==> src/rtl/mbs_bus_arbiter.sv <==
// Round-robin arbiter and single-outstanding transfer sequencer for the shared system bus.
// Latency: grant/bus_valid one edge after request, ack/err one edge after bus_ready or timeout, idle one cycle after.
// Backpressure: slave stalls with bus_ready=0 for up to TIMEOUT cycles; masters hold m_req until ack/err.
module mbs_bus_arbiter #(
  parameter int NUM_MASTERS = 3,
  parameter int ADDR_W      = 32,
  parameter int DATA_W      = 32,
  parameter int TIMEOUT     = 15
) (
  input  logic                          clk,
  input  logic                          rst,
  input  logic [NUM_MASTERS-1:0]        m_req,
  input  logic [NUM_MASTERS-1:0]        m_we,
  input  logic [NUM_MASTERS*ADDR_W-1:0] m_addr,
  input  logic [NUM_MASTERS*DATA_W-1:0] m_wdata,
  output logic [NUM_MASTERS-1:0]        m_gnt,
  output logic [NUM_MASTERS-1:0]        m_ack,
  output logic [NUM_MASTERS-1:0]        m_err,
  output logic [DATA_W-1:0]             m_rdata,
  output logic                          bus_valid,
  output logic                          bus_we,
  output logic [ADDR_W-1:0]             bus_addr,
  output logic [DATA_W-1:0]             bus_wdata,
  input  logic [DATA_W-1:0]             bus_rdata,
  input  logic                          bus_ready,
  output logic                          busy
);

  localparam int IDX_W = (NUM_MASTERS > 1) ? $clog2(NUM_MASTERS) : 1;
  localparam int CNT_W = $clog2(TIMEOUT + 1);
  localparam logic [CNT_W-1:0] CNT_LAST = CNT_W'(TIMEOUT - 1);
  localparam logic [IDX_W-1:0] PTR_RST  = IDX_W'(NUM_MASTERS - 1);

  typedef enum logic [1:0] {
    IDLE = 2'd0,
    XFER = 2'd1,
    RESP = 2'd2
  } state_t;

  state_t           state;
  logic [IDX_W-1:0] ptr;
  logic [CNT_W-1:0] cnt;
  logic             win_vld;
  logic [IDX_W-1:0] win_idx;

  // Pick the first requester after the last-served master, wrapping around.
  always_comb begin
    win_vld = 1'b0;
    win_idx = '0;
    for (int k = 1; k <= NUM_MASTERS; k++) begin
      if (!win_vld && m_req[(int'(ptr) + k) % NUM_MASTERS]) begin
        win_vld = 1'b1;
        win_idx = IDX_W'((int'(ptr) + k) % NUM_MASTERS);
      end
    end
  end

  // Transfer sequencer: issue the winner's transfer, wait for ready or timeout, pulse the response.
  always_ff @(posedge clk) begin
    if (rst) begin
      state     <= IDLE;
      ptr       <= PTR_RST;
      cnt       <= '0;
      m_gnt     <= '0;
      m_ack     <= '0;
      m_err     <= '0;
      m_rdata   <= '0;
      bus_valid <= 1'b0;
      bus_we    <= 1'b0;
      bus_addr  <= '0;
      bus_wdata <= '0;
      busy      <= 1'b0;
    end else begin
      // Response pulses last exactly the one RESP cycle.
      m_ack <= '0;
      m_err <= '0;
      case (state)
        IDLE: begin
          if (win_vld) begin
            ptr       <= win_idx;
            m_gnt     <= NUM_MASTERS'(1) << win_idx;
            bus_valid <= 1'b1;
            bus_we    <= m_we[win_idx];
            bus_addr  <= m_addr[win_idx*ADDR_W +: ADDR_W];
            bus_wdata <= m_wdata[win_idx*DATA_W +: DATA_W];
            cnt       <= '0;
            busy      <= 1'b1;
            state     <= XFER;
          end
        end
        XFER: begin
          if (bus_ready) begin
            // Writes leave the last read data visible.
            if (!bus_we) begin
              m_rdata <= bus_rdata;
            end
            bus_valid <= 1'b0;
            m_ack     <= m_gnt;
            state     <= RESP;
          end else if (cnt == CNT_LAST) begin
            bus_valid <= 1'b0;
            m_err     <= m_gnt;
            state     <= RESP;
          end else begin
            cnt <= cnt + 1'b1;
          end
        end
        RESP: begin
          // No arbitration here: the master updates m_req while it sees ack/err.
          m_gnt <= '0;
          busy  <= 1'b0;
          state <= IDLE;
        end
        default: begin
          m_gnt     <= '0;
          bus_valid <= 1'b0;
          busy      <= 1'b0;
          state     <= IDLE;
        end
      endcase
    end
  end

endmodule

==> config.mk <==
export PLATFORM = sky130hd
export DESIGN_NAME = mbs_bus_arbiter
export DESIGN_NICKNAME = d
export VERILOG_FILES = /design/src/rtl/mbs_bus_arbiter.sv
export SDC_FILE = /design/constraint.sdc
export NUM_CORES = 1
export LEC_CHECK = 0
export ABC_AREA = 1
export CAP_MARGIN = 10
export CORE_AREA = 2 2 131 133
export CTS_CLUSTER_SIZE = 25
export DETAILED_ROUTE_END_ITERATION = 16
export DIE_AREA = 0 0 133 135
export GPL_TIMING_DRIVEN = 0
export PLACE_DENSITY = 0.78
export SYNTH_ARGS = -nofsm -noshare
export SYNTH_HDL_FRONTEND = slang
export SYNTH_SLANG_ARGS = --single-unit
==> constraint.sdc <==
create_clock -name clk -period 5.4 [get_ports clk]
set_input_delay 1.08 -clock clk [delete_from_list [all_inputs] [get_ports clk]]
set_output_delay 1.08 -clock clk [all_outputs]
set_load 0.005 [all_outputs]
# [Word level (Yosys, flattened, before mapping)]
# Index checks and enable logic that the tools add are counted.
[word_totals] output_inout_bits=108 regBits=116 elab_cells=84
[classes] n_reduce_logical=14 bitwise_logic=5 n_addsub=4 order_cmp=4 n_eq_ne=7 shift=3 div=3 muxes=32
[ops] cell="96-bit by 8-bit indexed part select with 32-bit output" n=2
[ops] cell="32-bit by 4-bit < comparator with 1-bit output (second input constant)" n=3
[ops] cell="32-bit by 3-bit remainder unit with 32-bit output (second input constant)" n=3
[ops] cell="1-bit two-way mux" n=13
[ops] cell="2-bit two-way mux" n=6
[ops] cell="4-bit two-way mux" n=3
[ops] cell="1-bit binary-select mux with 2-bit select" n=4
[ops] cell="4-bit one-hot mux with 2 select lines" n=1
[ops] cell="2-bit by 2-bit adder with 3-bit output (second input constant)" n=2
[ops] cell="2-bit != test (second input constant)" n=3
[ops] cell="3-bit one-hot mux with 2 select lines" n=1
[ops] cell="2-bit AND reduction" n=3
[ops] cell="3-bit AND reduction" n=2
[ops] cell="1-bit NOT" n=5
[ops] cell="4-bit by 1-bit adder with 4-bit output (second input constant)" n=1
[ops] cell="4-bit equality test (second input constant)" n=1
[ops] cell="2-bit one-hot mux with 2 select lines" n=1
[ops] cell="4-bit AND reduction" n=1
[ops] cell="4-bit OR reduction" n=1
[ops] cell="2-bit by 1-bit adder with 3-bit output (second input constant)" n=1
[ops] cell="2-bit by 3-bit < comparator with 1-bit output (second input constant)" n=1
[ops] cell="3-bit two-way mux" n=1
[ops] cell="3-bit != test (second input constant)" n=1
[ops] cell="1-bit one-hot mux with 3 select lines" n=1
[ops] cell="other kinds (9)" n=11

# [Logic depth before layout (Yosys ltp)]
# Gate-level depths: netlist of the first run.
[depth] depth_word=15 ltp_mapped=14

# [Worst setup path before layout of the first run]
# No wires, ideal clock.
[synth_timing] path_kind="input to register" from="input port m_req[1]" to="register bus_addr[18]" n_path_buf=2 slack_ns=3.142 path_stages=10 t_arrival_ns=2.139 t_required_ns=5.281 setup_time_ns=0.119 path_cell_list="nand2_1 -> nand3_1 -> nand2_2 -> nand3_1 -> nand2_2 -> inv_2 -> buf_4 -> buf_2 -> o21ai_0 -> a21oi_1"
[synth_via] elab_chain_len=11 word_cells_on_any_way=21 cone_classes="1 x shift; 15 x mux; 5 x reduce/logical"
[synth_rtl] item="from (decl)" line_no="12" text="input logic [NUM_MASTERS-1:0] m_req,"
[synth_rtl] item="1-bit binary-select mux with 2-bit select" line_no="51" text="if (!win_vld && m_req[(int'(ptr) + k) % NUM_MASTERS]) begin"
[synth_rtl] item="1-bit two-way mux (implied by the code) (2 in series)" line_no="51"
[synth_rtl] item="1-bit two-way mux" line_no="51"
[synth_rtl] item="1-bit zero test" line_no="51"
[synth_rtl] item="1-bit logical AND" line_no="51"
[synth_rtl] item="1-bit two-way mux" line_no="51"
[synth_rtl] item="1-bit zero test" line_no="51"
[synth_rtl] item="1-bit logical AND" line_no="51"
[synth_rtl] item="2-bit two-way mux / 1-bit two-way mux (equally long branches)" line_no="51"
[synth_rtl] item="96-bit by 8-bit indexed part select with 32-bit output / 2-bit AND reduction (equally long branches)"
[synth_rtl] item="to (signal assigned)" line_no="84" text="bus_addr <= m_addr[win_idx*ADDR_W +: ADDR_W];"
[synth_rtl] item="to (decl)" line_no="22" text="output logic [ADDR_W-1:0] bus_addr,"
# Several ways; a longest one is shown, not always the timed one. The select of a mux whose other input is x is not followed.
# A chain may end at the register's enable or synchronous reset.

# [Final worst setup path of the first run]
[layout_timing] from="input port m_req[1]" to="register m_gnt[1]"
[layout_via] elab_chain_len=13 word_cells_on_any_way=24 cone_classes="1 x eq/ne; 1 x shift; 17 x mux; 5 x reduce/logical"
[layout_rtl] item="1-bit binary-select mux with 2-bit select" line_no="51"
[layout_rtl] item="1-bit two-way mux (implied by the code) (2 in series)" line_no="51"
[layout_rtl] item="1-bit two-way mux" line_no="51"
[layout_rtl] item="1-bit zero test" line_no="51"
[layout_rtl] item="1-bit logical AND" line_no="51"
[layout_rtl] item="1-bit two-way mux" line_no="51"
[layout_rtl] item="1-bit zero test" line_no="51"
[layout_rtl] item="1-bit logical AND" line_no="51"
[layout_rtl] item="2-bit two-way mux" line_no="51"
[layout_rtl] item="1-bit by 2-bit << shifter with 3-bit output" line_no="81" text="m_gnt <= NUM_MASTERS'(1) << win_idx;"
[layout_rtl] item="3-bit two-way mux" line_no="79" text="if (win_vld) begin"
[layout_rtl] item="3-bit one-hot mux with 2 select lines" line_no="77" text="case (state)"
[layout_rtl] item="to (signal assigned)" line_no="81"
[layout_rtl] item="to (decl)" line_no="16" text="output logic [NUM_MASTERS-1:0] m_gnt,"
# Several ways; a longest one is shown, not always the timed one. The select of a mux whose other input is x is not followed.

==> impl_metrics.json, run 1 <==
{
  "synth-seq-cells": 116,
  "drt_iter0_markers": 407,
  "post-route-drc-count": 0,
  "portBuffers": 340,
  "critPathArrivalTime_ns": 3.41,
  "grt_first_pass_wirelength_mm": 38.6,
  "syn_inst": 963,
  "drive_above_1_share_pct": 5.99,
  "clock_latency_ns": 0.42,
  "power_density_mw_per_mm2": 576,
  "gp_congestion": 0.901,
  "post_drt_wl_per_cell_um": 16.3,
  "path_max_fanout": 10,
  "cp_cell_sequence": "clkdlybuf4s50_1 > nand2_1 > nand3_1 > nand2_2 > nand3_1 > nand2_2 > nor2_2 > buf_2 > nand3_1 > a21oi_1",
  "nFillCells": 1537,
  "cts_sinks": 116,
  "dp.cells": 1523,
  "cp_slowest_stage_delay_ns": 0.58,
  "dieHeight_um": 135,
  "worst_slack_ns": 2.34,
  "timing_worst_setup_path_type": "input port to flop",
  "drt-total-wl_mm": 25.3,
  "period_minus_slack_ns": 3.06,
  "cts_setup_buffers": 0,
  "fin_nets": 1561,
  "grt_pass1_vias": 7415,
  "syn_nets": 1202,
  "start_util_pct": 37.2,
  "hold_viol": 0,
  "synth_cell_types": 21,
  "period_share_pct": 56.7,
  "die_area_mm2": 0.0180,
  "post_dp_cell_area_mm2": 0.00979,
  "postRouteAntennaNets": 0,
  "slew-limit-headroom_pct": 58.3,
  "die_x_um": 133,
  "antenna_found_initial": 1,
  "cts.repair.resized": 0,
  "drv_slew": 0,
  "fin_cells": 1556,
  "path_buf_inv": 2,
  "cp.required_ns": 5.75,
  "skew_ns": 0.0104,
  "track_usage_pct": 27.3,
  "timing.hold.ws_ns": 0.473,
  "tightest_slew_ns": 0.621,
  "max_cap_viol_count": 0,
  "synth-seq-area-share_pct": 38.0,
  "synth_ff_type": "dfxtp_1",
  "fin_tns_setup_ns": 0,
  "layout.cells.most_common": "clkdlybuf4s50_1",
  "cp-start-kind": "input port",
  "syn_to_final_growth_pct": 69.4,
  "grt_max_degree": 17,
  "cts_max_level": 4,
  "clk_path_buf_depth": 2,
  "globalRouteOverflowTotal": 0,
  "finalSetupViolCount": 0,
  "crit_family": "simple AND/OR/NAND/NOR gates",
  "async_flop_share_pct": 0,
  "final_util_pct": 63.1,
  "ctsHoldBuffers": 0,
  "clock.fmax_mhz": 327,
  "drt_first_pass_iters": 5,
  "cts_buffers": 17,
  "end_kind": "flop",
  "rsz0062_at_grt": "no",
  "cts-root-buf": "clkbuf_16",
  "row_count": 47,
  "cp_slowest_cell": "clkdlybuf4s50_1",
  "cp_common_cell": "nand3_1",
  "netlist_area_mm2": 0.00611,
  "fin_area_mm2": 0.0103,
  "coreArea_mm2": 0.0164,
  "finalPower_mw": 5.96,
  "num_vias": 7765,
  "p_leak_nw": 4.77,
  "status": "finished, final reports clean",
  "most-common-layout-cells": "clkdlybuf4s50_1 (340), inv_1 (170), nand3_1 (165)",
  "synth.avg_cell_area_um2": 6.34,
  "io_pins": 341,
  "drt-vias-per-instance": 4.99,
  "place_ws_ns": 1.94,
  "cts_tree": "yes",
  "yosysWarnings": 0,
  "cts.clk_slew.worst_paths_ns": 0.07,
  "synth_edf_count": 0,
  "vdd_ir_drop_max_mv": 0.315,
  "min_path_type": "flop to flop",
  "dp_hpwl_mm": 19.2
}
sequential cells by signal, summed over array words and instances, names as in the netlist:
register,count
m_rdata,32
bus_valid,1
m_err,3
cnt,4
bus_addr,32
m_gnt,3
bus_we,1
ptr,2
busy,1
m_ack,3
bus_wdata,32
state,2
tightest hold or removal path: stages, from the launching register on:
cell	delay (ns)
dfxtp_1	0.33
inv_1	0.07
nor2_1	0.04
final timing paths:
check | startpoint | end | slack (ns) | cells past startpoint
worst max-delay path | m_req[1] | m_gnt[1] | 2.34 | 10
worst min-delay path | m_gnt[2] | m_ack[2] | 0.47 | 2
worst max register to register | ptr[0] | m_gnt[1] | 2.69 | 12
worst min register to register | m_gnt[2] | m_ack[2] | 0.47 | 2
layer usage:
metal	up-vias	share of wire (%)	global-route usage (%)
met5	-	0	0
met4	0	2.4	9.20
met3	46	9.4	7.62
met2	381	49	49.0
met1	3549	39	31.3
li1	3789	-	-
area by class of cell:
type | instances | area [um2] | area share, %
Buffer | 65 | 303 | 2.93
Antenna cell | 1 | 2.50 | 0.0242
Multi-Input combinational cell | 608 | 2830 | 27.4
Clock buffer | 17 | 425 | 4.11
Timing Repair Buffer | 340 | 3400 | 32.9
Inverter | 174 | 653 | 6.31
Sequential cell | 116 | 2320 | 22.4
Tap cell | 220 | 275 | 2.66
Clock inverter | 15 | 134 | 1.29
power breakdown:
group	switching [mW]	internal (mW)
logic	2.19	1.41
registers	0.139	1.13
clock network	0.478	0.607
total	2.81	3.15
cell usage after synthesis, types with 3 or more instances:
cell type	count	area, um2
inv_1	170	638
nand3_1	165	826
nand2_1	140	526
a21oi_1	120	601
dfxtp_1	116	2320
o21ai_0	83	415
nor2_1	79	297
buf_2	35	175
clkbuf_1	24	90.1
ha_1	6	75.1
buf_4	4	30.0
inv_2	4	15.0
nor3_1	4	20.0
nand2_2	3	18.8
cell families after synthesis:
family / Yosys count / share of synthesized area (%)
adder cells (fa/ha/maj): 6 / 1.23
flip-flops: 116 / 38.0
AO/OA/AOI/OAI: 205 / 16.8
buffers and inverters: 239 / 15.6
AND/OR/NAND/NOR: 397 / 28.3
(Power assumes the default switching activity.)
==> inputs of run 2 (changes only) <==
--- a/config.mk
+++ b/config.mk
@@ -7,12 +7,12 @@
 export LEC_CHECK = 0
 export ABC_AREA = 1
 export CAP_MARGIN = 10
-export CORE_AREA = 2 2 131 133
+export CORE_AREA = 2 2 132 134
 export CTS_CLUSTER_SIZE = 25
 export DETAILED_ROUTE_END_ITERATION = 16
-export DIE_AREA = 0 0 133 135
+export DIE_AREA = 0 0 134 136
 export GPL_TIMING_DRIVEN = 0
-export PLACE_DENSITY = 0.78
+export PLACE_DENSITY = 0.77
 export SYNTH_ARGS = -nofsm -noshare
 export SYNTH_HDL_FRONTEND = slang
 export SYNTH_SLANG_ARGS = --single-unit
==> constraint.sdc (replaced) <==
create_clock -name clk -period 3.18 [get_ports clk]
set_input_delay 0.636 -clock clk [delete_from_list [all_inputs] [get_ports clk]]
set_output_delay 0.636 -clock clk [all_outputs]
set_load 0.005 [all_outputs]
==> run 2 against run 1 <==
  * First-iteration DRC count decreased by 12%
  * Core utilization decreased by 1.4 points
  * Largest power group unchanged
  * Sequential power grew 70%
  * Global-route usage is 0.61 points lower
  * Wire length is 2.0% lower
  * Critical endpoint unchanged
  * Critical path depth up 2
  * Sequential cell count unchanged
==> impl_metrics.json, run 2 (synthesis gave the netlist of run 1 again) <==
{
  "place_ws_ns": 0.177,
  "p_leak_nw": 4.79,
  "antenna_found_initial": 0,
  "start_util_pct": 36.2,
  "rsz0062_at_grt": "no",
  "path_buf_inv": 3,
  "layout.cells.most_common": "clkdlybuf4s50_1",
  "grt_first_pass_wirelength_mm": 38.2,
  "io_pins": 341,
  "cts_max_level": 4,
  "period_minus_slack_ns": 2.69,
  "crit_path_end": "m_gnt[1]",
  "syn_to_final_growth_pct": 70.4,
  "min_path_type": "flop to flop",
  "cp_cell_sequence": "inv_1 > ha_1 > inv_2 > nand2_1 > nand3_1 > nand2_2 > nand3_1 > nand2_2 > nor2_2 > buf_2 > nand3_1 > a21oi_1",
  "clk_path_buf_depth": 2,
  "fin_tns_setup_ns": 0,
  "period_share_pct": 84.6,
  "die_area_mm2": 0.0182,
  "crit_cells": 12,
  "cts_tree": "yes",
  "cts.clk_slew.worst_paths_ns": 0.06,
  "tightest_slew_ns": 0.696,
  "most-common-layout-cells": "clkdlybuf4s50_1 (340), inv_1 (170), nand3_1 (165)",
  "reg.largest.list": "bus_addr x32, bus_wdata x32, m_rdata x32",
  "ff2ff_path_depth": 12,
  "hold_viol": 0,
  "cp_common_cell": "nand3_1",
  "dieHeight_um": 136,
  "portBuffers": 340,
  "finalPower_mw": 10.3,
  "drv_slew": 0,
  "grt_max_degree": 17,
  "post_drt_wl_per_cell_um": 15.9,
  "timing_worst_setup_path_type": "flop to flop",
  "power_density_mw_per_mm2": 985,
  "ctsHoldBuffers": 0,
  "coreArea_mm2": 0.0169,
  "path_max_fanout": 10,
  "fin_nets": 1561,
  "cts_buffers": 17,
  "clock_latency_ns": 0.42,
  "drt-vias-per-instance": 4.86,
  "die_x_um": 134,
  "crit_start": "ptr[0]",
  "max_cap_viol_count": 0,
  "grt_pass1_vias": 7267,
  "cts.repair.resized": 0,
  "vdd_ir_drop_max_mv": 0.462,
  "critPathArrivalTime_ns": 3.03,
  "drt_first_pass_iters": 5,
  "num_antenna_cells": 0,
  "cp.required_ns": 3.52,
  "cts_sinks": 116,
  "clock.fmax_mhz": 372,
  "status": "finished, final reports clean",
  "cts_setup_buffers": 0,
  "num_vias": 7587,
  "cp_slowest_stage_delay_ns": 0.38,
  "ff2ff_setup_slack_ns": 0.49,
  "worst_slack_ns": 0.490,
  "cp_slowest_cell": "dfxtp_1",
  "cp-start-kind": "flop",
  "row_count": 48,
  "worstReg2RegEnd": "m_gnt[1]",
  "regToRegStartpoint": "ptr[0]",
  "drive_above_1_share_pct": 5.99,
  "end_kind": "flop",
  "skew_ns": 0.00983,
  "drt-total-wl_mm": 24.8,
  "slew-limit-headroom_pct": 53.2,
  "cts-root-buf": "clkbuf_16",
  "dp_hpwl_mm": 19.0,
  "postRouteAntennaNets": 0,
  "gp_congestion": 0.891,
  "post-route-drc-count": 0,
  "drt_iter0_markers": 357,
  "finalSetupViolCount": 0,
  "globalRouteOverflowTotal": 0,
  "track_usage_pct": 26.7,
  "crit_family": "simple AND/OR/NAND/NOR gates"
}
run 2: cell count changes in the layout (fill, tap and decap cells not counted):
| cell | previous run | this run |
|---|---|---|
| inv_8 | 2 | 0 |
| bufinv_16 | 0 | 3 |
| inv_6 | 9 | 4 |
| clkinvlp_4 | 2 | 3 |
| clkbuf_8 | 0 | 1 |
| diode_2 | 1 | 0 |
| clkinv_2 | 0 | 2 |
run 2: report_power, final:
part,internal [mW],switching [mW]
sequential,1.92,0.244
clock,1.26,0.754
combinational,2.40,3.67
run 2: how the worst min path moves through the flow:
stage | from | endpoint | slack, ns | cells after the start
5_1_grt | bus_valid | bus_valid | 0.51 | 2
3_5_place_dp | busy | busy | 0.46 | 2
4_1_cts | m_gnt[1] | m_ack[1] | 0.47 | 2
6_report | m_gnt[1] | m_ack[1] | 0.47 | 2
2_1_floorplan | cnt[0] | cnt[0] | 0.45 | 1
3_3_place_gp | busy | busy | 0.45 | 2
run 2: metal layers:
layer | up-vias | global-route usage (%) | wire, um
li1 | 3789 | - | -
met3 | 35 | 7.64 | 2220
met1 | 3450 | 31.6 | 10200
met5 | - | 0 | 0
met2 | 313 | 47.2 | 11900
met4 | 0 | 7.45 | 489
run 2: per-stage QoR:
step                utilization, %  cell area [um2]  hold WS, ns  instances
floorplan                        -             6110        0.454        963
global placement              58.0             9790        0.455       1528
detailed placement            58.0             9790        0.459       1528
CTS                           61.7            10400        0.466       1560
global route                  61.7            10400        0.510       1560
finish                        61.7            10400        0.467       1560
run 2: cell type report:
type | instances | area, um2
sequential | 116 | 2320
tap | 225 | 282
fill | 1579 | 6470
multi-input combinational | 608 | 2830
timing repair buffer | 340 | 3400
clock inverter | 14 | 175
inverter | 174 | 653
clock buffer | 18 | 439
buffer | 65 | 303
run 2: tightest hold or removal path: cells and delay by family (launching register included):
family | cells | cell delay, ns
simple gates | 1 | 0.04
buf+inv | 1 | 0.07
flops | 1 | 0.32
==> inputs of run 3 (changes only) <==
--- a/config.mk
+++ b/config.mk
@@ -7,10 +7,9 @@
 export LEC_CHECK = 0
 export ABC_AREA = 1
 export CAP_MARGIN = 10
-export CORE_AREA = 2 2 132 134
+export CORE_UTILIZATION = 35
 export CTS_CLUSTER_SIZE = 25
 export DETAILED_ROUTE_END_ITERATION = 16
-export DIE_AREA = 0 0 134 136
 export GPL_TIMING_DRIVEN = 0
 export PLACE_DENSITY = 0.77
 export SYNTH_ARGS = -nofsm -noshare
==> constraint.sdc (replaced) <==
create_clock -name clk -period 2.2 [get_ports clk]
set_input_delay 0.44 -clock clk [delete_from_list [all_inputs] [get_ports clk]]
set_output_delay 0.44 -clock clk [all_outputs]
set_load 0.005 [all_outputs]
==> run 3 against run 2 <==
  * Clock power rose by 24%
  * Largest cell class unchanged
  * Clock skew fell by 0.0047 ns
  * Critical endpoint is now bus_addr[18]
  * Register-to-register slack got worse by 0.43 ns
  * Critical path type unchanged
==> impl_metrics.json, run 3 (synthesis gave the netlist of run 1 again) <==
{
  "status": "finished, final reports clean",
  "most-common-layout-cells": "clkdlybuf4s50_1 (340), inv_1 (168), nand3_1 (153)",
  "p_leak_nw": 4.93,
  "clk_path_buf_depth": 2,
  "regToRegStartpoint": "ptr[0]",
  "drt_iter0_markers": 443,
  "ctsHoldBuffers": 0,
  "portBuffers": 340,
  "rsz0062_at_grt": "yes",
  "cp_slowest_cell": "dfxtp_4",
  "dp_hpwl_mm": 18.9,
  "cts_tree": "yes",
  "post_drt_wl_per_cell_um": 16.3,
  "cts_buffers": 17,
  "cp-start-kind": "flop",
  "clock.fmax_mhz": 468,
  "holdPathEnd": "bus_valid",
  "drive_above_1_share_pct": 9.88,
  "coreArea_mm2": 0.0168,
  "cts.clk_slew.worst_paths_ns": 0.06,
  "period_share_pct": 97.2,
  "power_density_mw_per_mm2": 1490,
  "finalSetupViolCount": 0,
  "ff2ff_path_depth": 13,
  "min_path_type": "flop to flop",
  "cp_common_cell": "nand2_2",
  "drt-total-wl_mm": 25.5,
  "antenna_found_initial": 2,
  "path_buf_inv": 4,
  "critPathArrivalTime_ns": 2.44,
  "postRouteAntennaNets": 0,
  "vdd_ir_drop_max_mv": 0.841,
  "track_usage_pct": 27.5,
  "tightest_slew_ns": 0.616,
  "max_cap_viol_count": 0,
  "num_vias": 7649,
  "hold_depth": 2,
  "hold_start": "bus_valid",
  "final_util_pct": 64.2,
  "syn_to_final_growth_pct": 76.6,
  "timing.hold.ws_ns": 0.474,
  "gp_congestion": 0.903,
  "cp.required_ns": 2.50,
  "timing_worst_setup_path_type": "flop to flop",
  "drv_slew": 0,
  "p_switching_mw": 7.29,
  "clock_latency_ns": 0.42,
  "cts_sinks": 116,
  "crit_family": "simple AND/OR/NAND/NOR gates",
  "worstReg2RegEnd": "bus_addr[18]",
  "fin_tns_setup_ns": 0,
  "layout.cells.most_common": "clkdlybuf4s50_1",
  "path_max_fanout": 10,
  "start_util_pct": 36.3,
  "grt_first_pass_wirelength_mm": 38.5,
  "period_minus_slack_ns": 2.14,
  "post-route-drc-count": 0,
  "p_int_mw": 8.82,
  "cp_slowest_stage_delay_ns": 0.36,
  "reg.largest.list": "bus_addr x32, bus_wdata x32, m_rdata x32",
  "globalRouteOverflowTotal": 0,
  "hold_viol": 0,
  "multi_input_area_mm2": 0.00299,
  "fin_nets": 1573,
  "grt_pass1_vias": 7424,
  "cts_max_level": 4,
  "cp_cell_sequence": "inv_2 > ha_4 > inv_4 > nand2_2 > nand3_2 > nand2_4 > nand4_1 > nand2_2 > buf_12 > buf_8 > nand2_1 > nand3_1 > a21oi_1",
  "drt_first_pass_iters": 5,
  "ff_latch_area_mm2": 0.00233,
  "slew-limit-headroom_pct": 58.9,
  "nFillCells": 1534,
  "grt_max_degree": 17,
  "seqPwrFrac_pct": 19.4,
  "pwr-share-comb_pct": 65.0,
  "skew_ns": 0.00516,
  "end_kind": "flop",
  "row_count": 47,
  "switching_share_pct": 45.3,
  "pwr-share-clk_pct": 15.6,
  "ff2ff_setup_slack_ns": 0.06,
  "die_area_mm2": 0.0180,
  "io_pins": 341,
  "drt-vias-per-instance": 4.88,
  "die_x_um": 134,
  "cts-root-buf": "clkbuf_16",
  "dieHeight_um": 134
}
-- run 3: cell count changes in the layout (fill, tap and decap cells not counted), moves of 6 or more --
cell      before  now
buf_2         35    8
buf_4          4   23
nand3_1      165  153
a21oi_1      120  110
a21oi_2        0   10
nand3_2        1   11
clkbuf_1      24   17
clkbuf_4       0    7
buf_6          0    6
clkbuf_2       0    6
-- run 3: final cells by class --
class	instances	share of cell area, %
diodes	2	0.0464
plain buffers	65	4.32
clock buffers	17	3.94
clock inverters	14	0.986
inverters	174	6.12
multi-input cells	608	27.7
flip-flops and latches	116	21.6
well taps	220	2.55
repair buffers	352	32.7
-- run 3: layer usage --
layer  share of wire (%)  GRT usage (%)  up-vias  routed length (um)
li1                    -              -     3810                   -
met1                  39           31.5     3449                9920
met2                  50           48.9      356               12800
met3                 9.2           7.67       34                2350
met4                 1.7           9.49        0                 430
met5                   0              0        -                   0
-- run 3: how the worst max path moves through the flow --
stage | endpoint | cells past startpoint | slack [ns] | from
finish | bus_addr[18] | 13 | 0.06 | ptr[0]
global route | bus_wdata[12] | 12 | -0.09 | ptr[1]
CTS | bus_addr[22] | 12 | 0.02 | ptr[1]
detailed placement | m_gnt[1] | 10 | -0.59 | m_req[2]
global placement | m_gnt[1] | 10 | -0.56 | m_req[2]
floorplan | bus_addr[18] | 13 | 0.22 | ptr[0]
-- run 3: power groups by stage --
stage          Clock (mW)  Combinational (mW)  Sequential (mW)
2_1_floorplan           0                5.17             3.16
3_3_place_gp            0                8.67             3.13
3_5_place_dp            0                8.77             3.14
4_1_cts              2.56                9.29             3.11
5_1_grt              2.64                11.5             3.20
6_report             2.51                10.5             3.13
-- run 3: what timing repair did --
| item | CTS | global route |
|---|---|---|
| gates resized for setup | 31 | 89 |
| gates cloned | 0 | 2 |
| endpoints found under the setup margin | 75 | 106 |
| buffers inserted | 5 | 5 |
| pin swaps | 3 | 5 |
-- run 3: worst min-delay path, cell delays in order (launching register included) --
cell,delay [ns]
dfxtp_1,0.31
nand2_1,0.06
a21oi_1,0.06
-- run 3: per-stage QoR --
step | instance area, um2 | instances | total power [mW] | worst slack [ns]
2_1_floorplan | 6110 | 963 | 8.33 | 0.219
3_3_place_gp | 9790 | 1523 | 11.8 | -0.564
3_5_place_dp | 9790 | 1523 | 11.9 | -0.591
4_1_cts | 10500 | 1559 | 15.0 | 0.0202
5_1_grt | 10800 | 1568 | 17.3 | -0.0881
6_report | 10800 | 1568 | 16.1 | 0.0615
